$ cat config.mk
export PLATFORM = sky130hd
export DESIGN_NAME = vc_allocator_flat
export DESIGN_NICKNAME = d
export VERILOG_FILES = /design/src/rtl/vc_allocator_if.sv /design/src/rtl/vc_allocator.sv /design/src/flat_wrapper.sv
export SDC_FILE = /design/constraint.sdc
export NUM_CORES = 1
export LEC_CHECK = 0
export ABC_CLOCK_PERIOD_IN_PS = 8000
export BUFFER_PORTS_ARGS = -buffer_cell sky130_fd_sc_hd__buf_2
export CAP_MARGIN = 20
export CORE_MARGIN = 3
export CORE_UTILIZATION = 35
export CTS_CLUSTER_DIAMETER = 150
export DETAILED_ROUTE_END_ITERATION = 8
export PLACE_DENSITY = 0.54
export SLEW_MARGIN = 20
export SYNTH_ARGS = -nofsm -noshare
export SYNTH_HDL_FRONTEND = slang
export SYNTH_SLANG_ARGS = --single-unit
$ cat constraint.sdc
create_clock -name clk -period 8 [get_ports clk]
set_clock_uncertainty 0.2 [all_clocks]
set_input_delay 1.6 -clock clk [delete_from_list [all_inputs] [get_ports clk]]
set_output_delay 1.6 -clock clk [all_outputs]
set_load 0.02 [all_outputs]
$ cat src/rtl/vc_allocator_if.sv
// Bundle between the router input ports and the VC allocator. The input-port side
// (master) raises head-flit requests and downstream releases; the allocator (slave)
// answers with one-cycle grant pulses carrying the granted downstream VC id.
interface vc_allocator_if #(
  parameter int unsigned VcNum   = 2,
  parameter int unsigned PortNum = 5
);

  localparam int unsigned VcSize = (VcNum > 1) ? $clog2(VcNum) : 1;
  localparam int unsigned PortW  = (PortNum > 1) ? $clog2(PortNum) : 1;

  // [p][v]: input VC v of port p holds a head flit that needs a downstream VC
  logic [PortNum-1:0][VcNum-1:0]             vc_request;
  // [p][v]: routed output port of that head flit
  logic [PortNum-1:0][VcNum-1:0][PortW-1:0]  out_port;
  // [o][w]: one-cycle pulse, downstream VC w behind output o has been freed
  logic [PortNum-1:0][VcNum-1:0]             idle_downstream_vc;
  // [p][v]: one-cycle grant pulse
  logic [PortNum-1:0][VcNum-1:0]             vc_valid;
  // [p][v]: granted downstream VC id, meaningful only with vc_valid
  logic [PortNum-1:0][VcNum-1:0][VcSize-1:0] vc_new;

  modport master (
    output vc_request,
    output out_port,
    output idle_downstream_vc,
    input  vc_valid,
    input  vc_new
  );

  modport slave (
    input  vc_request,
    input  out_port,
    input  idle_downstream_vc,
    output vc_valid,
    output vc_new
  );

endinterface

$ cat src/rtl/vc_allocator.sv
// Virtual-channel allocator. Keeps a free bit per downstream VC of every output port,
// runs one round-robin arbiter per output port over all input VCs, and hands the
// lowest free downstream VC to each winner. Grants are registered: a request sampled
// at one edge produces a single-cycle vc_valid pulse after that edge.
module vc_allocator #(
  parameter int unsigned VcNum   = 2,
  parameter int unsigned PortNum = 5
) (
  input  logic          clk,
  input  logic          rst,
  vc_allocator_if.slave bus
);

  localparam int unsigned VcSize = (VcNum > 1) ? $clog2(VcNum) : 1;
  localparam int unsigned PortW  = (PortNum > 1) ? $clog2(PortNum) : 1;
  // Requester r = p*VcNum + v; this matches the bit order of the packed [p][v] arrays.
  localparam int unsigned ReqNum = PortNum * VcNum;
  localparam int unsigned PtrW   = (ReqNum > 1) ? $clog2(ReqNum) : 1;

  typedef logic [PortNum-1:0][VcNum-1:0] vc_mask_t;
  typedef logic [ReqNum-1:0]             req_vec_t;
  typedef logic [PtrW-1:0]               ptr_t;
  typedef logic [VcSize-1:0]             vc_id_t;

  // Registered state
  vc_mask_t                 avail_q, avail_d;
  logic [PortNum-1:0][PtrW-1:0] rr_q, rr_d;
  req_vec_t                 vc_valid_q, vc_valid_d;
  logic [ReqNum-1:0][VcSize-1:0] vc_new_q, vc_new_d;

  // Combinational arbitration results, one entry per output port
  req_vec_t                 eligible;
  req_vec_t                 req_by_out [PortNum];
  logic     [PortNum-1:0]   grant_en;
  ptr_t                     grant_win  [PortNum];
  vc_id_t                   grant_vc   [PortNum];

  // First set bit of req at or after ptr, wrapping around the requester range.
  function automatic ptr_t rr_pick(input req_vec_t req, input ptr_t ptr);
    ptr_t        pick;
    logic        hit;
    int unsigned idx;
    pick = '0;
    hit  = 1'b0;
    for (int unsigned k = 0; k < ReqNum; k++) begin
      idx = 32'(ptr) + k;
      if (idx >= ReqNum) begin
        idx = idx - ReqNum;
      end
      if (!hit && req[idx]) begin
        hit  = 1'b1;
        pick = ptr_t'(idx);
      end
    end
    return pick;
  endfunction

  // Lowest-index set bit; scanning downwards leaves the lowest one selected.
  function automatic vc_id_t first_free(input logic [VcNum-1:0] free);
    vc_id_t sel;
    sel = '0;
    for (int w = int'(VcNum) - 1; w >= 0; w--) begin
      if (free[w]) begin
        sel = vc_id_t'(w);
      end
    end
    return sel;
  endfunction

  // Pointer advance past the winner, modulo the requester count.
  function automatic ptr_t ptr_after(input ptr_t win);
    ptr_t nxt;
    if (32'(win) == ReqNum - 1) begin
      nxt = '0;
    end else begin
      nxt = win + 1'b1;
    end
    return nxt;
  endfunction

  // A requester that is being granted this cycle is masked so it is never granted twice.
  always_comb begin
    eligible = bus.vc_request & ~vc_valid_q;
  end

  // Split eligible requesters by the output port their head flit is routed to.
  always_comb begin
    for (int unsigned o = 0; o < PortNum; o++) begin
      req_by_out[o] = '0;
      for (int unsigned r = 0; r < ReqNum; r++) begin
        req_by_out[o][r] = eligible[r] &&
                           (bus.out_port[r / VcNum][r % VcNum] == PortW'(o));
      end
    end
  end

  // Per-output arbitration: only registered availability is used, so a release
  // arriving this cycle is not bypassed into this cycle's allocation.
  always_comb begin
    for (int unsigned o = 0; o < PortNum; o++) begin
      grant_en[o]  = (|avail_q[o]) && (|req_by_out[o]);
      grant_win[o] = rr_pick(req_by_out[o], rr_q[o]);
      grant_vc[o]  = first_free(avail_q[o]);
    end
  end

  // Next-state: apply releases, consume granted VCs, advance pointers, form grant pulses.
  always_comb begin
    avail_d    = avail_q | bus.idle_downstream_vc;
    rr_d       = rr_q;
    vc_valid_d = '0;
    vc_new_d   = '0;
    for (int unsigned o = 0; o < PortNum; o++) begin
      if (grant_en[o]) begin
        // Each requester targets a single output, so no two ports write the same index.
        vc_valid_d[grant_win[o]]        = 1'b1;
        vc_new_d[grant_win[o]]          = grant_vc[o];
        avail_d[o][grant_vc[o]]         = 1'b0;
        rr_d[o]                         = ptr_after(grant_win[o]);
      end
    end
  end

  // State registers with synchronous active-low reset; reset drops in-flight grants.
  always_ff @(posedge clk) begin
    if (!rst) begin
      avail_q    <= '1;
      rr_q       <= '0;
      vc_valid_q <= '0;
      vc_new_q   <= '0;
    end else begin
      avail_q    <= avail_d;
      rr_q       <= rr_d;
      vc_valid_q <= vc_valid_d;
      vc_new_q   <= vc_new_d;
    end
  end

  // Grant outputs come straight from registers; flat requester order equals [p][v] packing.
  always_comb begin
    bus.vc_valid = vc_valid_q;
    bus.vc_new   = vc_new_q;
  end

endmodule

$ cat src/flat_wrapper.sv
// flat-port wrapper written by rule: the top's interface ports become plain ports
module vc_allocator_flat 
#(
  parameter int unsigned VcNum   = 2,
  parameter int unsigned PortNum = 5
)
  (clk, rst, bus_vc_request, bus_out_port, bus_idle_downstream_vc, bus_vc_valid, bus_vc_new);
  vc_allocator_if #(.VcNum(VcNum), .PortNum(PortNum)) bus_i ();
  input  logic clk;
  input  logic rst;
  input wire logic [$bits(bus_i.vc_request)-1:0] bus_vc_request;
  input wire logic [$bits(bus_i.out_port)-1:0] bus_out_port;
  input wire logic [$bits(bus_i.idle_downstream_vc)-1:0] bus_idle_downstream_vc;
  output wire logic [$bits(bus_i.vc_valid)-1:0] bus_vc_valid;
  output wire logic [$bits(bus_i.vc_new)-1:0] bus_vc_new;
  assign bus_i.vc_request = bus_vc_request;
  assign bus_i.out_port = bus_out_port;
  assign bus_i.idle_downstream_vc = bus_idle_downstream_vc;
  assign bus_vc_valid = bus_i.vc_valid;
  assign bus_vc_new = bus_i.vc_new;
  vc_allocator #(.VcNum(VcNum), .PortNum(PortNum)) u_core (.clk(clk), .rst(rst), .bus(bus_i));
endmodule
==> key figures <==
Clock tree
  – Clock Latency Late Sink: around 0.31 ns
  – Reg clk slew, reported paths: approximately 0.090 ns
  – Post-CTS resize count: 0
  – CTS Hold Bufs: 0
  – H-tree depth: 2
  – Cts bufs inserted: 5
  – Clock root cell: clkbuf_16
  – Max Buffers Root-to-Sink: 2
  – CTS tree: built
  – CTS sink count: 50
  – Post-CTS setup buffer count: 0

Logic synthesis
  – Commonest cells post-synth: nor2_1, nand2_1, a21oi_1
  – Number of enable flip-flop cells after synthesis: 0
  – Post-Synth XOR/XNOR Area: 0.0321
  – Simple-gate share of the synthesized area: 0.356
  – Compound-Gate Fraction of Synth Area: 0.355
  – Largest area contributor in the netlist: ha_1
  – Syn Nets: around 2700
  – Post-synthesis mux area share: 0.0705
  – Top_reg_cell synth: dfxtp_1
  – Synth Area in Adders: 0.0774
  – Post-Syn Area: ~18000 sq um
  – Post-synth top area share: 0.0774
  – Synth warn: 0
  – Post-synthesis cell type count: 129
  – Largest family of logic cells by synthesized area: simple AND/OR/NAND/NOR gates
  – Most frequent cell after synthesis: nor2_1
  – Mapped Avg Cell Area: 7.01 sq um
  – Ys async rst share: 0
  – Sequential area share after synthesis: 0.0568
  – Top cells by area, synth: ha_1, dfxtp_1, nor2_1, nand2_1, a21oi_1
  – Synth Register Bits: 50
  – Post-Syn Instances: roughly 2500

Pwr
  – Net Sw Power: 5920 uW
  – Int Power: roughly 3600 uW
  – Max VDD drop: 0.270 mV
  – Combinational share of power: 0.934
  – Tot Pwr: 9540 uW
  – Clock power share: 0.025
  – Sequential Power Share: 0.041
  – Net Sw Frac: 0.621
  – Power per cell area: between 500 and 600 nW/um^2
  – LEAKAGE: 0.00718 uW

Status
  – Status: finished clean

STA
  – Setup WS post-layout: 1.56 ns
  – Final hold vios: 0
  – Max-slew violation count: 0
  – Slew @ Worst Pin: approximately 1.2 ns
  – Final min period: between 6 and 7 ns
  – Fin Setup TNS: 0 ns
  – Max-slew headroom: 0.229
  – Max frequency: 155 MHz
  – Final period util: 0.805
  – RSZ-0062 raised after global routing: no
  – Final setup fails: 0

Cells and area
  – Post-layout util: 0.377
  – Share of cells above drive strength 1: 0.109
  – Layout net count: around 2700
  – Sequential Area: 1000 sq um
  – P&R area growth vs syn: 5.72%
  – Layout fillers: 5265
  – Non-filler cells, final: roughly 3200
  – Area of the multi-input gates: 15700 sq um

Min path
  – Hold crit path type: reg2reg
  – WHS Endpoint: u_core.avail_q[0]$_SDFF_PN1_
  – HP Start: u_core.avail_q[0]$_SDFF_PN1_
  – Hold path depth: 3

Floorplanning
  – Starting Density: 0.357
  – DIE WIDTH: approximately 230 um
  – Row cnt: 81
  – IO Count: just over 70
  – DIE AREA: 53100 sq um
  – Core Area: around 49000 sq um
  – Die height: around 230 um

Placement
  – Gpl congestion: around 1.0
  – Dpl cells: 3154
  – Input/output buffers: 71
  – Dpl hpwl: 59.0 mm
  – DP Worst Slack: 1.45 ns

Detailed routing
  – DRC violations left: 0
  – Metal2 WL: 33.8 mm
  – DR WL/cell: ~23 um
  – Routed Antenna Nets: 0
  – Max Used Layer: met5
  – Drt total wl: 74.0 mm
  – DR pass1 iterations: 6
  – Met3 wire length: 4.65 mm
  – Via/cell ratio: 6.55
  – DR vias: roughly 21000
  – Wl on met1: 33.2 mm
  – DR iter-0 viols: 2031

Critical path
  – Worst-case reg-to-reg path depth: 18
  – FF-to-FF Start: u_core.rr_q[1]$_SDFFE_PN0P_
  – Crit path cell chain: buf_4 -> clkinv_1 -> ha_1 -> inv_1 -> ha_1 -> inv_1 -> o221ai_1 -> o311ai_1 -> or3_1 -> o21ai_1 -> or3_1 -> or4_4 -> a211oi_1 -> a211o_1 -> and2b_1 -> nand3_1 -> a311oi_1 -> o21a_1
  – Critical Path Max Stage Delay: approximately 0.89 ns
  – CP Class: reg2reg
  – Worst Path Required: 8.04 ns
  – CP Max Fanout: 34
  – R2r setup slk: between 1.5 and 2 ns
  – CP startpoint kind: register
  – RR Endpoint: u_core.bus.vc_new[2]$_SDFF_PN0_
  – CP Capture Type: register
  – Critical Path AT: 6.48 ns
  – Crit path buf inv count: 4
  – Cell family with most CP delay: simple AND/OR/NAND/NOR gates
  – Worst path slowest cell: ha_1

Global routing
  – Global-route wire length before repair: 113 mm
  – Total GRT Usage: 0.264
  – Vias in the first global route: between 15000 and 20000
  – Grt ovf: 0
  – Initial antenna violation count: 7
  – Largest net degree at the start of global routing: 37

Job
  – MaxCap Viol Count: 0
## area by class of cell
cell class	count	area share
diodes	5	0.000672
clock buffers	5	0.00672
clock inverters	3	0.00114
inverters	87	0.0177
multi-input cells	2252	0.844
flip-flops and latches	50	0.0538
well taps	664	0.0446
repair buffers	101	0.0312
## metrics by stage
step	hold slack (ns)	area [sq um]
global placement	0.316	18500
detailed placement	0.321	18500
global route	0.389	18600
floorplan	0.290	17600
finish	0.339	18600
CTS	0.342	18600
## worst max-delay path by stage
stage                                      from                               to  slack [ns]  cells after the start
CTS                 u_core.rr_q[1]$_SDFFE_PN0P_  u_core.bus.vc_new[2]$_SDFF_PN0_        1.66                     18
detailed placement              bus_out_port[2]  u_core.bus.vc_new[2]$_SDFF_PN0_        1.45                     15
global placement                bus_out_port[2]  u_core.bus.vc_new[2]$_SDFF_PN0_        1.44                     15
floorplan                      bus_out_port[14]  u_core.bus.vc_new[3]$_SDFF_PN0_        2.70                     14
finish              u_core.rr_q[1]$_SDFFE_PN0P_  u_core.bus.vc_new[2]$_SDFF_PN0_        1.56                     18
global route        u_core.rr_q[5]$_SDFFE_PN0P_  u_core.bus.vc_new[2]$_SDFF_PN0_        1.06                     18
## power by group through the flow
stage                     clock (uW)  sequential, uW  combinational [uW]
after CTS                        235             394                8690
after detailed placement           0             399                8650
after floorplan                    0             419                6620
after global placement             0             399                8610
after global routing             242             400                9690
final                            234             394                8910
## cell families after synthesis
kind of cell / count (synthesis)
flip-flops: 50
buffers and inverters: 210
multiplexers: 105
AO/OA/AOI/OAI: 855
AND/OR/NAND/NOR: 1121
XOR/XNOR: 62
adder cells (fa/ha/maj): 109
## layout by cell type, fill, tap and decap left out, types with 28 or more instances in the layout
cell,instances
nor2_1,202
nand2_1,185
a21oi_1,138
nand3_1,119
o21ai_0,117
ha_1,108
nor3_1,98
inv_1,73
buf_2,71
nor2b_1,60
mux2i_1,55
xnor2_1,53
and2_1,51
dfxtp_1,50
a31oi_1,48
nand2b_1,47
nand4_1,44
or3_1,41
o211ai_1,39
mux2_2,38
a211oi_1,38
a21o_1,33
nand3b_1,31
buf_4,30
and3_1,29
o31ai_1,29
nor4_1,28
## worst min-delay path: stages, from the launching register on
cell     delay, ns
dfxtp_1       0.33
nand2_1       0.05
o21ai_0       0.07
nand2_1       0.06
## flip-flops by register name (all words and copies together) (netlist names)
signal / flops
u_core.rr_q: 20
u_core.avail_q: 10
u_core.bus.vc_new: 10
u_core.bus.vc_valid: 10
## metal layers
metal / up-vias / track usage
li1: 9779 / -
met1: 9980 / 0.362
met2: 856 / 0.441
met3: 131 / 0.0268
met4: 8 / 0.0711
met5: - / 0
Power figures use the tool's default switching activity.
